$ cat src/rtl/wdt_controller_pkg.sv
// Shared definitions for the watchdog timer: bus widths, register map,
// CTRL bit positions, feed key, FSM state codes and core command bundle.
package wdt_controller_pkg;

   localparam int WDT_VA_WIDTH  = 4;
   localparam int BUS_WIDTH     = 32;
   localparam int BUS_ACC_WIDTH = 2;

   // acc encodes the access size in bytes as log2
   localparam logic [BUS_ACC_WIDTH-1:0] ACC_1B = 2'd0;
   localparam logic [BUS_ACC_WIDTH-1:0] ACC_2B = 2'd1;
   localparam logic [BUS_ACC_WIDTH-1:0] ACC_4B = 2'd2;

   localparam logic [WDT_VA_WIDTH-1:0] WDT_CTRL = 4'd0;
   localparam logic [WDT_VA_WIDTH-1:0] WDT_LOAD = 4'd4;
   localparam logic [WDT_VA_WIDTH-1:0] WDT_FEED = 4'd8;
   localparam logic [WDT_VA_WIDTH-1:0] WDT_CNT  = 4'd12;

   localparam int CTRL_EN   = 0;
   localparam int CTRL_LOCK = 1;
   localparam int CTRL_WIE  = 2;
   localparam int CTRL_WDRF = 7;

   localparam logic [7:0] WDT_FEED_KEY  = 8'hA5;
   localparam logic [7:0] CTRL_W1C_ONLY = 8'h80;

   localparam logic [1:0] S_IDLE = 2'd0;
   localparam logic [1:0] S_RUN  = 2'd1;
   localparam logic [1:0] S_BITE = 2'd2;

   typedef struct packed {
      logic start;
      logic stop;
      logic feed_ok;
      logic feed_bad;
   } wdt_cmd_t;

endpackage

$ cat src/rtl/wdt_core.sv
// Watchdog FSM: countdown counter, bite detection and the fixed-length
// reset pulse. Driven by one-cycle strobes from the bus decode.
module wdt_core
   import wdt_controller_pkg::*;
#(
   parameter logic [31:0] LOAD_DEFAULT = 32'd50_000_000,
   parameter int          PULSE_LEN    = 4
) (
   input  logic        clk,
   input  logic        rst_ib,
   input  wdt_cmd_t    cmd,
   input  logic [31:0] load_val,
   output logic [1:0]  state,
   output logic [31:0] cnt,
   output logic        bite_done,
   output logic        rst_o
);

   localparam logic [7:0] PLEN = 8'(PULSE_LEN);

   logic [7:0] pcnt;

   assign bite_done = (state == S_BITE) && (pcnt == PLEN);

   // State, counter and pulse sequencing; a good feed beats CNT==0
   always_ff @(posedge clk or negedge rst_ib) begin
      if (!rst_ib) begin
         state <= S_IDLE;
         cnt   <= LOAD_DEFAULT;
         pcnt  <= '0;
         rst_o <= 1'b0;
      end else begin
         case (state)
            S_IDLE: begin
               if (cmd.start) begin
                  cnt   <= load_val;
                  state <= S_RUN;
               end
            end
            S_RUN: begin
               if (cmd.stop)
                  state <= S_IDLE;
               else if (cmd.feed_bad)
                  state <= S_BITE;
               else if (cmd.feed_ok)
                  cnt <= load_val;
               else if (cnt == '0)
                  state <= S_BITE;
               else
                  cnt <= cnt - 32'd1;
            end
            S_BITE: begin
               if (bite_done) begin
                  state <= S_IDLE;
                  rst_o <= 1'b0;
                  pcnt  <= '0;
                  cnt   <= load_val;
               end else begin
                  rst_o <= 1'b1;
                  pcnt  <= pcnt + 8'd1;
               end
            end
            default: state <= S_IDLE;
         endcase
      end
   end

endmodule

$ cat src/rtl/wdt_controller.sv
// Watchdog timer bus slave: access checking, CTRL/LOAD registers, responses.
// Define WDT_WARN_EN to add the WIE bit and the early-warning irq output.
module wdt_controller
   import wdt_controller_pkg::*;
#(
   parameter logic [31:0] LOAD_DEFAULT = 32'd50_000_000,
   parameter int          PULSE_LEN    = 4
`ifdef WDT_WARN_EN
   ,
   parameter int          WARN_CNT     = 1024
`endif
) (
   input  logic                     clk,
   input  logic                     rst_ib,
   output logic                     rst_o,
   input  logic [WDT_VA_WIDTH-1:0]  addr,
   input  logic                     w_rb,
   input  logic [BUS_ACC_WIDTH-1:0] acc,
   output logic [BUS_WIDTH-1:0]     rdata,
   input  logic [BUS_WIDTH-1:0]     wdata,
   input  logic                     req,
   output logic                     resp,
   output logic                     fault
`ifdef WDT_WARN_EN
   ,
   output logic                     irq
`endif
);

   logic        en, lock, wie, wdrf;
   logic [31:0] load, cnt, rd_val;
   logic [1:0]  state;
   logic        bite_done;
   logic        hit_ctrl, hit_load, hit_feed, hit_cnt;
   logic        bad, ok, ctrl_wr, load_wr, feed_wr, key_ok;
   wdt_cmd_t    cmd;

   assign hit_ctrl = (addr == WDT_CTRL);
   assign hit_load = (addr == WDT_LOAD);
   assign hit_feed = (addr == WDT_FEED);
   assign hit_cnt  = (addr == WDT_CNT);

   // Under LOCK the only CTRL write allowed is exactly the WDRF clear
   always_comb begin
      bad = 1'b1;
      unique case (1'b1)
         hit_ctrl: bad = (acc != ACC_1B) ||
                         (w_rb && lock && (wdata[7:0] != CTRL_W1C_ONLY));
         hit_load: bad = (acc != ACC_4B) ||
                         (w_rb && (lock || (wdata == '0)));
         hit_feed: bad = (acc != ACC_1B) || !w_rb;
         hit_cnt:  bad = (acc != ACC_4B) || w_rb;
         default:  bad = 1'b1;
      endcase
   end

   assign fault   = req & bad;
   assign ok      = req & ~bad;
   assign ctrl_wr = ok & w_rb & hit_ctrl;
   assign load_wr = ok & w_rb & hit_load;
   assign feed_wr = ok & w_rb & hit_feed;
   assign key_ok  = (wdata[7:0] == WDT_FEED_KEY);

   // Core strobes; feeds only matter while running
   always_comb begin
      cmd.start    = ctrl_wr & ~lock & wdata[CTRL_EN] & (state == S_IDLE);
      cmd.stop     = ctrl_wr & ~lock & ~wdata[CTRL_EN] & (state == S_RUN);
      cmd.feed_ok  = feed_wr & key_ok & (state == S_RUN);
      cmd.feed_bad = feed_wr & ~key_ok & (state == S_RUN);
   end

   // Read data selection, unused bits zero
   always_comb begin
      rd_val = '0;
      unique case (1'b1)
         hit_ctrl: rd_val[7:0] = {wdrf, 4'b0000, wie, lock, en};
         hit_load: rd_val = load;
         hit_cnt:  rd_val = cnt;
         default:  rd_val = '0;
      endcase
   end

   // CTRL/LOAD storage; end of a bite overrides same-cycle writes
   always_ff @(posedge clk or negedge rst_ib) begin
      if (!rst_ib) begin
         en   <= 1'b0;
         lock <= 1'b0;
         wdrf <= 1'b0;
         load <= LOAD_DEFAULT;
      end else begin
         if (ctrl_wr && !lock && (state != S_BITE))
            en <= wdata[CTRL_EN];
         if (ctrl_wr && wdata[CTRL_LOCK])
            lock <= 1'b1;
         if (ctrl_wr && wdata[CTRL_WDRF])
            wdrf <= 1'b0;
         if (load_wr)
            load <= wdata;
         if (bite_done) begin
            en   <= 1'b0;
            lock <= 1'b0;
            wdrf <= 1'b1;
         end
      end
   end

`ifdef WDT_WARN_EN
   // WIE is frozen by LOCK like the other control bits
   always_ff @(posedge clk or negedge rst_ib) begin
      if (!rst_ib)
         wie <= 1'b0;
      else if (ctrl_wr && !lock)
         wie <= wdata[CTRL_WIE];
   end

   // Early warning while running close to expiry
   always_ff @(posedge clk or negedge rst_ib) begin
      if (!rst_ib)
         irq <= 1'b0;
      else
         irq <= wie && (state == S_RUN) && (cnt <= 32'(WARN_CNT));
   end
`else
   assign wie = 1'b0;
`endif

   // One-cycle response with read data for accepted accesses
   always_ff @(posedge clk or negedge rst_ib) begin
      if (!rst_ib) begin
         resp  <= 1'b0;
         rdata <= '0;
      end else begin
         resp  <= ok;
         rdata <= (ok && !w_rb) ? rd_val : '0;
      end
   end

   wdt_core #(
      .LOAD_DEFAULT (LOAD_DEFAULT),
      .PULSE_LEN    (PULSE_LEN)
   ) u_core (
      .clk       (clk),
      .rst_ib    (rst_ib),
      .cmd       (cmd),
      .load_val  (load),
      .state     (state),
      .cnt       (cnt),
      .bite_done (bite_done),
      .rst_o     (rst_o)
   );

endmodule

$ cat config.mk
export PLATFORM = sky130hd
export DESIGN_NAME = wdt_controller
export DESIGN_NICKNAME = d
export VERILOG_FILES = /design/src/rtl/wdt_controller_pkg.sv /design/src/rtl/wdt_core.sv /design/src/rtl/wdt_controller.sv
export SDC_FILE = /design/constraint.sdc
export NUM_CORES = 1
export LEC_CHECK = 0
export BUFFER_PORTS_ARGS = -buffer_cell sky130_fd_sc_hd__buf_2
export CAP_MARGIN = 15
export CORE_ASPECT_RATIO = 1.4
export CORE_MARGIN = 5
export CORE_UTILIZATION = 45
export DETAILED_ROUTE_END_ITERATION = 6
export PLACE_DENSITY_LB_ADDON = 0.08
export SLEW_MARGIN = 25
export SYNTH_ARGS = -nofsm -noshare
export SYNTH_HDL_FRONTEND = slang
export SYNTH_SLANG_ARGS = --single-unit
$ cat constraint.sdc
create_clock -name clk -period 3.3 [get_ports clk]
set_clock_uncertainty 0.2 [all_clocks]
set_input_delay 0.165 -clock clk [delete_from_list [all_inputs] [get_ports clk]]
set_output_delay 0.165 -clock clk [all_outputs]
set_load 0.02 [all_outputs]
==> impl_metrics.env, run 1 <==
export IMPL_fin_nets=743
export IMPL_r2r_start="u_core.cnt[28]$_DFFE_PN0P_"
export IMPL_crit_chain="or4_1 -> or4_1 -> or4_4 -> a41oi_2 -> o21ai_2 -> buf_4 -> buf_4 -> a31oi_1 -> a21oi_1"
export IMPL_drive_gt1_frac=0.2817
export IMPL_drt_pass1_iterations=4
export IMPL_ys_ff_latch=111
export IMPL_wl_per_cell_um=17.85
export IMPL_core_region_area_mm2=0.01237
export IMPL_ant_nets=0
export IMPL_setup_viol=0
export IMPL_topRoutingLayerUsed="met4"
export IMPL_grt_usage=0.2066
export IMPL_htreeDepth=3
export IMPL_antenna_found_initial=0
export IMPL_routed_wl_met2_um=7781
export IMPL_required_ns=3.34
export IMPL_syn_inst=580
export IMPL_ir_drop_v=0.0003306
export IMPL_synth_edf_count=0
export IMPL_synth_distinct_cells=55
export IMPL_yosys_warnings=0
export IMPL_row_count=48
export IMPL_final_common_cell="dfrtp_1"
export IMPL_dr_wl_met3_um=548
export IMPL_fin_cells=853
export IMPL_hp_class="in2reg"
export IMPL_die_width_um=105.0
export IMPL_cpPeakStageDelay_ns=0.56
export IMPL_cp_depth=9
export IMPL_max_cap_violations=0
export IMPL_finalHoldViolations=0
export IMPL_critPathBufInv=2
export IMPL_grt_max_degree=83
export IMPL_min_period_ns=3.189
export IMPL_hpwl_um=10410
export IMPL_area_delta_synth_final_pct=24.60
export IMPL_gr_total_overflow=0
export IMPL_p_per_area_mw_per_mm2=538.9
export IMPL_portBuffers=76
export IMPL_layout_common_cells="dfrtp_1 (87), buf_2 (75), nor2_1 (63)"
export IMPL_clk_pin_slew_ns=0.08
export IMPL_slew_violations=0
export IMPL_die_h_um=143.0
export IMPL_vias=4887
export IMPL_grt_pass1_wl_um=25360
export IMPL_wl_met1_um=6640
export IMPL_outcome="completed"
export IMPL_cp_start_kind="flip-flop"
export IMPL_dieArea_mm2=0.01500
export IMPL_clk_latency_ns=0.35
export IMPL_fin_crit_sh=0.9664
export IMPL_endpoint="u_core.cnt[18]$_DFFE_PN0P_"
export IMPL_slowest_stage="or4_4"
export IMPL_drt_initial_drc_count=307
export IMPL_timing_rr_end="u_core.cnt[18]$_DFFE_PN0P_"
export IMPL_path_class="reg2reg"
export IMPL_rr_worst_depth=9
export IMPL_critPathTopFamily="simple AND/OR/NAND/NOR gates"
export IMPL_r2r_setup_slack_ns=0.11
export IMPL_syn_num_nets=625
export IMPL_synthFlopType="dfrtp_1"
export IMPL_cts_sinks=111
export IMPL_rsz0062_at_grt="yes"
export IMPL_setup_tns_ns=0
export IMPL_place_gp_congestion=0.8874
export IMPL_drt_wl_total_um=15230
export IMPL_cp_end_kind="flip-flop"
export IMPL_clockBufferDepth=2
export IMPL_seq_area_frac_synth=0.4942
export IMPL_initial_utilization=0.4592
export IMPL_cp_max_fo=12
export IMPL_syn_area_per_cell_um2=9.796
export IMPL_placedCellCount=800
export IMPL_netlist_area_mm2=0.005682
export IMPL_cts_tree="built"
export IMPL_async_flop_share=1.000
export IMPL_critPathArrivalTime_ns=3.23
export IMPL_cts_inserted_buffers=9
export IMPL_viasPerCell=5.729
export IMPL_slew_headroom=0.5049
export IMPL_p_leak_nw=3.114
export IMPL_clock_fmax_ghz=0.3136
export IMPL_pin_count=77
export IMPL_worst_slew_pin_slew_ns=0.7427
export IMPL_drc=0
export IMPL_critPathLaunch="u_core.cnt[28]$_DFFE_PN0P_"
export IMPL_grt_pass1_vias=4912
export IMPL_diodes=0
export IMPL_root_buffer="clkbuf_16"
==> tightest hold or removal path, stage by stage <==
cell,delay [ns]
buf_2,0.20
nor4_1,0.10
and2_1,0.13
==> per-stage QoR <==
stage / util / hold slack [ns] / setup WS [ns] / instance area, um^2 / total power (W)
after floorplan: - / -0.3306 / 0.1967 / 5682 / 0.002203
after global placement: 0.5115 / 0.2140 / 0.1400 / 6329 / 0.002499
after detailed placement: 0.5115 / 0.2200 / 0.09231 / 6329 / 0.002519
after CTS: 0.5694 / 0.07843 / 0.07093 / 7044 / 0.003835
after global routing: 0.5722 / 0.1147 / 0.005573 / 7079 / 0.004026
final: 0.5722 / 0.09270 / 0.1110 / 7079 / 0.003815
==> flip-flops by register name (all words and copies together), names as in the netlist <==
| register | flops |
|---|---|
| u_core.cnt | 32 |
| en | 1 |
| load | 32 |
| wdrf | 1 |
| resp | 1 |
| u_core.pcnt | 8 |
| u_core.rst_o | 1 |
| rdata | 32 |
| u_core.state | 2 |
| lock | 1 |
==> power by group <==
group / switching (W) / total (W) / internal, W
clock: 0.000510 / 0.00128 / 0.000768
sequential: 0.000184 / 0.00172 / 0.00154
combinational: 0.000452 / 0.000817 / 0.000365
==> layout make-up <==
type                       count  area, um^2
clock buffer                  10       239.0
clock inverter                 6       116.4
fill                        1105        5293
inverter                      13       48.80
multi-input combinational    422        2715
sequential                   111        2808
tap                          150       187.7
timing repair buffer         141       964.7
==> how the worst min path moves through the flow <==
stage	start	endpoint	slack [ns]	cells after the start
floorplan	rst_ib	en$_DFFE_PN0P_	-0.33	0
global placement	wdata[23]	load[23]$_DFFE_PN1P_	0.21	2
detailed placement	rst_ib	rdata[0]$_DFF_PN0_	0.22	1
CTS	w_rb	rdata[7]$_DFF_PN0_	0.08	3
global route	w_rb	rdata[7]$_DFF_PN0_	0.11	3
finish	w_rb	rdata[7]$_DFF_PN0_	0.09	3
==> Yosys cell counts (4+ instances only) <==
master    number  area share
dfrtp_1       87        0.38
nor2_1        64       0.042
o21ai_0       46       0.041
nand2_1       38       0.025
mux2_2        32       0.063
mux2i_1       32       0.056
a21oi_1       31       0.027
clkbuf_1      29       0.019
nand3_1       29       0.026
dfstp_2       24        0.11
a31oi_1       23       0.025
nor3_1        14       0.012
inv_1         13      0.0086
nand4_1       11       0.012
nor4_1        10       0.011
and2_1         6      0.0066
o31ai_1        6      0.0079
or4_1          6      0.0079
a31o_2         5      0.0077
nand2b_1       5      0.0055
or3_1          5      0.0055
a21o_1         4      0.0053
or2_2          4      0.0044
==> kinds of logic (layout without fill, tap and decap cells) <==
group,Yosys count,count (layout),synth area share
buffers and inverters,47,170,0.03523
DFF,111,111,0.4942
muxes,65,65,0.1224
AOI/OAI and AO/OA,142,142,0.1553
xor gates and xnor gates,3,3,0.004625
adders and majority gates,3,3,0.006607
and+or+nand+nor,209,209,0.1817
==> layer usage <==
| metal | vias up | GRT usage |
|---|---|---|
| met4 | 0 | 0.06599 |
| met1 | 2392 | 0.2683 |
| li1 | 2364 | - |
| met3 | 23 | 0.03121 |
| met5 | - | 0 |
| met2 | 108 | 0.3553 |
==> timing repair <==
item                                   in CTS  in global routing
buffers inserted                            0                  1
hold buffers                               36                  0
endpoints found under the hold margin     102                  0
setup endpoints to repair                   0                 29
gates resized for setup                     0                  8
No activity file was read; power rests on OpenSTA's default activity.
==> run 2: changes to the inputs <==
- CORE_UTILIZATION: 45 -> 62
- clock period: 3.3 -> 3.9 ns (I/O delays scaled with it)
==> run 2 against run 1 <==
Against the previous run: count of clock-buffer cells in the layout is 1 lower; global-route usage is 6.5 points higher; combinational power is 24% lower; critical path type is now in2reg; total power is 21% lower; critical path depth stayed put; largest power group unchanged; routed wire length is 4.7% lower; cell count is 7.2% lower; via count is 1.8% higher.
==> impl_metrics.env, run 2 (synthesized netlist as in run 1, its figures left out) <==
export IMPL_place_gp_congestion=0.8679
export IMPL_final_common_cell="dfrtp_1"
export IMPL_grt_pass1_wl_um=24580
export IMPL_cts_inserted_buffers=9
export IMPL_diodes=0
export IMPL_r2r_setup_slack_ns=0.43
export IMPL_critPathLaunch="wdata[7]"
export IMPL_drive_gt1_frac=0.2526
export IMPL_fin_crit_sh=0.9136
export IMPL_grt_pass1_vias=4909
export IMPL_max_cap_violations=0
export IMPL_clk_latency_ns=0.35
export IMPL_die_width_um=90.91
export IMPL_viasPerCell=6.283
export IMPL_min_period_ns=3.563
export IMPL_slew_headroom=0.4820
export IMPL_ir_drop_v=0.0003662
export IMPL_portBuffers=76
export IMPL_regArea_mm2=0.002808
export IMPL_holdPathStages=3
export IMPL_cp_end_kind="flip-flop"
export IMPL_cp_start_kind="input port"
export IMPL_vias=4976
export IMPL_p_leak_nw=3.004
export IMPL_placedCellCount=739
export IMPL_slew_violations=0
export IMPL_gr_total_overflow=0
export IMPL_path_class="in2reg"
export IMPL_pin_count=77
export IMPL_drt_wl_total_um=14510
export IMPL_hpwl_um=9532
export IMPL_design_area_mm2=0.006819
export IMPL_dpl_instance_area_mm2=0.006152
export IMPL_rsz0062_at_grt="no"
export IMPL_clock_fmax_ghz=0.2807
export IMPL_drc=0
export IMPL_reg_top3="load (32), rdata (32), u_core.cnt (32)"
export IMPL_fin_nets=725
export IMPL_drt_initial_drc_count=354
export IMPL_grt_max_degree=71
export IMPL_die_h_um=123.3
export IMPL_core_region_area_mm2=0.008977
export IMPL_clk_pin_slew_ns=0.07
export IMPL_worst_slew_pin_slew_ns=0.7723
export IMPL_endpoint="rdata[7]$_DFF_PN0_"
export IMPL_ant_nets=0
export IMPL_cp_max_fo=5
export IMPL_root_buffer="clkbuf_16"
export IMPL_whs_ns=0.1247
export IMPL_postCtsSetupRepairBufs=0
export IMPL_rr_worst_depth=8
export IMPL_critPathArrivalTime_ns=3.61
export IMPL_cts_sinks=111
export IMPL_hp_class="in2reg"
export IMPL_setup_viol=0
export IMPL_antenna_found_initial=0
export IMPL_required_ns=3.94
export IMPL_layout_common_cells="dfrtp_1 (87), buf_2 (75), nor2_1 (63)"
export IMPL_finalHoldViolations=0
export IMPL_dieArea_mm2=0.01121
export IMPL_row_count=41
export IMPL_fin_cells=792
export IMPL_wl_per_cell_um=18.33
export IMPL_p_per_area_mw_per_mm2=441.7
export IMPL_multi_input_area_mm2=0.002691
export IMPL_grt_usage=0.2719
export IMPL_area_delta_synth_final_pct=20.02
export IMPL_r2r_start="u_core.cnt[18]$_DFFE_PN0P_"
export IMPL_drt_pass1_iterations=5
export IMPL_clockBufferDepth=2
export IMPL_fillers=630
export IMPL_cts_tree="built"
export IMPL_timing_rr_end="u_core.cnt[26]$_DFFE_PN0P_"
export IMPL_htreeDepth=3
export IMPL_outcome="completed"
export IMPL_setup_tns_ns=0
export IMPL_initial_utilization=0.6329
## run 2: changes by cell type in the layout (fill, tap and decap cells not counted), sizes merged
cell         before  now
buf             105   86
dlygate4sd3      36   37
bufinv            3    1
clkinv            0    5
clkinvlp          2    0
clkbuf           10    9
## run 2: cell type report
type,count,share of cell area
repair buffers,123,0.1233
well taps,107,0.01963
flip-flops and latches,111,0.4117
inverters,13,0.007156
clock buffers,9,0.03303
clock inverters,7,0.01046
multi-input cells,422,0.3947
## run 2: repair_timing
action / 4_1_cts / 5_1_grt
endpoints found under the hold margin: 79 / 0
gates resized for setup: 0 / 0
hold buffers: 37 / 0
## run 2: critical path: stages
cell and delay (ns):
dlygate4sd3_1 0.53, buf_2 0.16, nor4_1 0.53, nand4_1 0.27
o31a_1 0.37, a211oi_1 0.65, nor4_1 0.13, dlygate4sd3_1 0.61
and2_1 0.14
## run 2: how the worst min path moves through the flow
stage | from | to | slack (ns)
2_1_floorplan | rst_ib | en$_DFFE_PN0P_ | -0.30
5_1_grt | w_rb | rdata[1]$_DFF_PN0_ | 0.15
3_3_place_gp | rst_ib | rdata[1]$_DFF_PN0_ | 0.07
4_1_cts | w_rb | rdata[1]$_DFF_PN0_ | 0.11
6_report | w_rb | rdata[1]$_DFF_PN0_ | 0.12
3_5_place_dp | rst_ib | rdata[1]$_DFF_PN0_ | 0.08
## run 2: report_power, final
part / internal [W] / total [W] / switching (W)
combinational: 0.000259 / 0.000617 / 0.000359
sequential: 0.00130 / 0.00147 / 0.000173
clock: 0.000499 / 0.000922 / 0.000423
## run 2: routing by layer
layer	vias up	routed length (um)	track usage
met4	0	318	0.08440
met1	2432	6067	0.3518
met3	27	763	0.04930
li1	2329	-	-
met2	188	7364	0.4682
met5	-	0	0
## run 2: per-stage QoR
stage / setup WS (ns) / utilization / total power [W]
6_report: 0.3369 / 0.7596 / 0.003012
2_1_floorplan: 0.7967 / - / 0.001864
3_3_place_gp: 0.5129 / 0.6853 / 0.002050
3_5_place_dp: 0.4520 / 0.6853 / 0.002069
4_1_cts: 0.4356 / 0.7596 / 0.003016
5_1_grt: 0.1610 / 0.7596 / 0.003178
==> run 3: changes to the inputs <==
- PLACE_DENSITY: default -> 0.85
- PLACE_DENSITY_LB_ADDON: 0.08 -> default
- SYNTH_HIERARCHICAL: default -> 1
- TNS_END_PERCENT: default -> 50
==> run 3 against run 2 <==
Against the previous run: maximum frequency decreased by 4.5%; count of clock-buffer cells in the layout increased by 4; setup slack got worse by 0.17 ns; synthesized area increased by 1.4%; sequential share of layout area decreased by 0.63 points; largest cell class unchanged; first-iteration DRC count increased by 63%; sequential power decreased by 22%; via count increased by 8.9%.
==> impl_metrics.env, run 3 <==
export IMPL_outcome="completed"
export IMPL_min_period_ns=3.732
export IMPL_r2r_start="lock$_DFFE_PN0P_"
export IMPL_worst_slack_ns=0.1679
export IMPL_cp_max_fo=17
export IMPL_core_region_area_mm2=0.009080
export IMPL_total_power_w=0.002187
export IMPL_grt_pass1_vias=5127
export IMPL_area_delta_synth_final_pct=20.17
export IMPL_synthFlopType="dfrtp_1"
export IMPL_worstHoldStart="w_rb"
export IMPL_p_per_area_mw_per_mm2=315.8
export IMPL_synth_edf_count=0
export IMPL_syn_area_per_cell_um2=9.971
export IMPL_place_gp_congestion=0.9215
export IMPL_final_common_cell="dfrtp_1"
export IMPL_cp_start_kind="input port"
export IMPL_ant_nets=0
export IMPL_clk_latency_ns=0.35
export IMPL_path_class="in2reg"
export IMPL_drive_gt1_frac=0.2243
export IMPL_hp_class="in2reg"
export IMPL_drt_wl_total_um=16380
export IMPL_gr_total_overflow=0
export IMPL_portBuffers=76
export IMPL_async_flop_share=1.000
export IMPL_p_leak_nw=3.045
export IMPL_yosysTopAreaCell="dfrtp_1"
export IMPL_clk_pin_slew_ns=0.07
export IMPL_worst_slew_pin_slew_ns=0.7015
export IMPL_timing_rr_end="u_core/cnt[11]$_DFFE_PN0P_"
export IMPL_place_ws_ns=0.2514
export IMPL_reg_top3="load (32), rdata (32), u_core/cnt (32)"
export IMPL_ys_ff_latch=111
export IMPL_cp_end_kind="flip-flop"
export IMPL_critPathArrivalTime_ns=3.78
export IMPL_initial_utilization=0.6347
export IMPL_yosysMostFrequentCell="dfrtp_1"
export IMPL_cts_tree="built"
export IMPL_die_h_um=124.1
export IMPL_vias=5421
export IMPL_pin_count=77
export IMPL_grt_usage=0.2887
export IMPL_seq_area_frac_synth=0.4872
export IMPL_fin_util=0.7627
export IMPL_r2r_setup_slack_ns=0.44
export IMPL_netlist_top_cells_area="dfrtp_1 (38%), dfstp_2 (11%), mux2_1 (5.9%)"
export IMPL_fin_cells=789
export IMPL_wl_per_cell_um=20.76
export IMPL_synth_distinct_cells=63
export IMPL_clockBufferDepth=2
export IMPL_drt_initial_drc_count=577
export IMPL_row_count=41
export IMPL_yosys_warnings=6
export IMPL_syn_inst=578
export IMPL_postCtsSetupRepairBufs=0
export IMPL_cts_inserted_buffers=9
export IMPL_holdPathStages=3
export IMPL_fin_nets=722
export IMPL_drc=0
export IMPL_antenna_found_initial=0
export IMPL_syn_num_nets=623
export IMPL_max_cap_violations=0
export IMPL_ir_drop_v=0.0001990
export IMPL_required_ns=3.95
export IMPL_whs_ns=0.06225
export IMPL_die_width_um=91.48
export IMPL_cts_sinks=111
export IMPL_diodes=0
export IMPL_drt_pass1_iterations=5
export IMPL_htreeDepth=3
export IMPL_grt_pass1_wl_um=25830
export IMPL_setup_viol=0
export IMPL_viasPerCell=6.871
export IMPL_fin_crit_sh=0.9570
export IMPL_min_to="resp$_DFF_PN0_"
export IMPL_hpwl_um=10810
export IMPL_slew_violations=0
export IMPL_clock_fmax_ghz=0.2679
export IMPL_grt_max_degree=56
export IMPL_root_buffer="clkbuf_16"
export IMPL_synth_top_area_share=0.3778
export IMPL_placedCellCount=739
export IMPL_ys_top_cells_by_count="dfrtp_1 (87), nor2_1 (79), a22oi_1 (38)"
export IMPL_slew_headroom=0.5323
export IMPL_rr_worst_depth=10
export IMPL_dieArea_mm2=0.01135
export IMPL_layout_common_cells="dfrtp_1 (87), nor2_1 (77), buf_2 (75)"
export IMPL_finalHoldViolations=0
export IMPL_netlist_area_mm2=0.005763
==> run 3: changes by cell type after synthesis, sizes merged, moves of 12 or more <==
cell	previous run	this run
a22oi	3	38
mux2i	32	1
o21ai	47	24
nand2	38	17
nand3	29	11
nor2	64	79
nor3	14	29
nor4	10	22
==> run 3: metal layers <==
layer | up-vias | wire [um] | part of all wire | track usage
li1 | 2396 | - | - | -
met1 | 2655 | 6319 | 0.39 | 0.3563
met2 | 319 | 8398 | 0.51 | 0.5034
met3 | 51 | 1134 | 0.069 | 0.03807
met4 | 0 | 523 | 0.032 | 0.1358
met5 | - | 0 | 0 | 0
==> run 3: area by class of cell <==
class / count / area (um^2)
Clock buffer: 13 / 250.2
Clock inverter: 3 / 42.54
Fill cell: 611 / 2155
Inverter: 8 / 30.03
Multi-Input combinational cell: 418 / 2783
Sequential cell: 111 / 2808
Tap cell: 107 / 133.9
Timing Repair Buffer: 129 / 878.3
==> run 3: worst max-delay path by stage <==
stage	cells after the start	endpoint	startpoint	slack, ns
2_1_floorplan	13	u_core/cnt[4]$_DFFE_PN0P_	addr[1]	0.76
3_3_place_gp	12	u_core/cnt[18]$_DFFE_PN0P_	addr[1]	0.41
3_5_place_dp	12	u_core/cnt[11]$_DFFE_PN0P_	addr[1]	0.25
4_1_cts	12	u_core/cnt[11]$_DFFE_PN0P_	wdata[1]	0.09
5_1_grt	12	u_core/cnt[11]$_DFFE_PN0P_	wdata[1]	-0.05
6_report	12	u_core/cnt[11]$_DFFE_PN0P_	wdata[0]	0.17
==> run 3: worst max-delay path, cell delays in order <==
cell           delay (ns)
dlygate4sd3_1        0.53
buf_2                0.16
nor3_1               0.41
a311oi_1             0.23
or3_1                0.48
a2111oi_2            0.45
nor3_1               0.13
a21oi_1              0.24
o21ai_2              0.22
or2_1                0.29
buf_4                0.20
o21ai_0              0.24
==> run 3: logic make-up (layout without fill, tap and decap cells) <==
| kind of cell | after synthesis | in the layout | share of synthesized area |
|---|---|---|---|
| simple gates | 214 | 214 | 0.1963 |
| fa+ha+maj | 3 | 3 | 0.006514 |
| mux | 34 | 34 | 0.06622 |
| buf+inv | 49 | 153 | 0.03951 |
| compound gates | 163 | 163 | 0.1982 |
| xor+xnor | 4 | 4 | 0.006080 |
| flops | 111 | 111 | 0.4872 |
==> run 3: timing repair <==
action / 4_1_cts / 5_1_grt
setup endpoints to repair: 0 / 32
hold endpoints to repair: 71 / 0
hold buffers: 34 / 0
gates resized for setup: 0 / 4
==> run 3: power by group <==
group / internal [W] / leakage [nW] / switching (W)
registers: 0.00115 / 1.44 / 0.000000987
clock network: 0.000516 / 0.140 / 0.000396
logic: 0.0000501 / 1.46 / 0.0000711
total: 0.00172 / 3.05 / 0.000468
==> run 3: through the flow <==
stage | cell area [um^2] | setup TNS [ns]
global placement | 6267 | 0
CTS | 6900 | 0
floorplan | 5763 | 0
global route | 6925 | -0.1031
finish | 6925 | 0
detailed placement | 6267 | 0
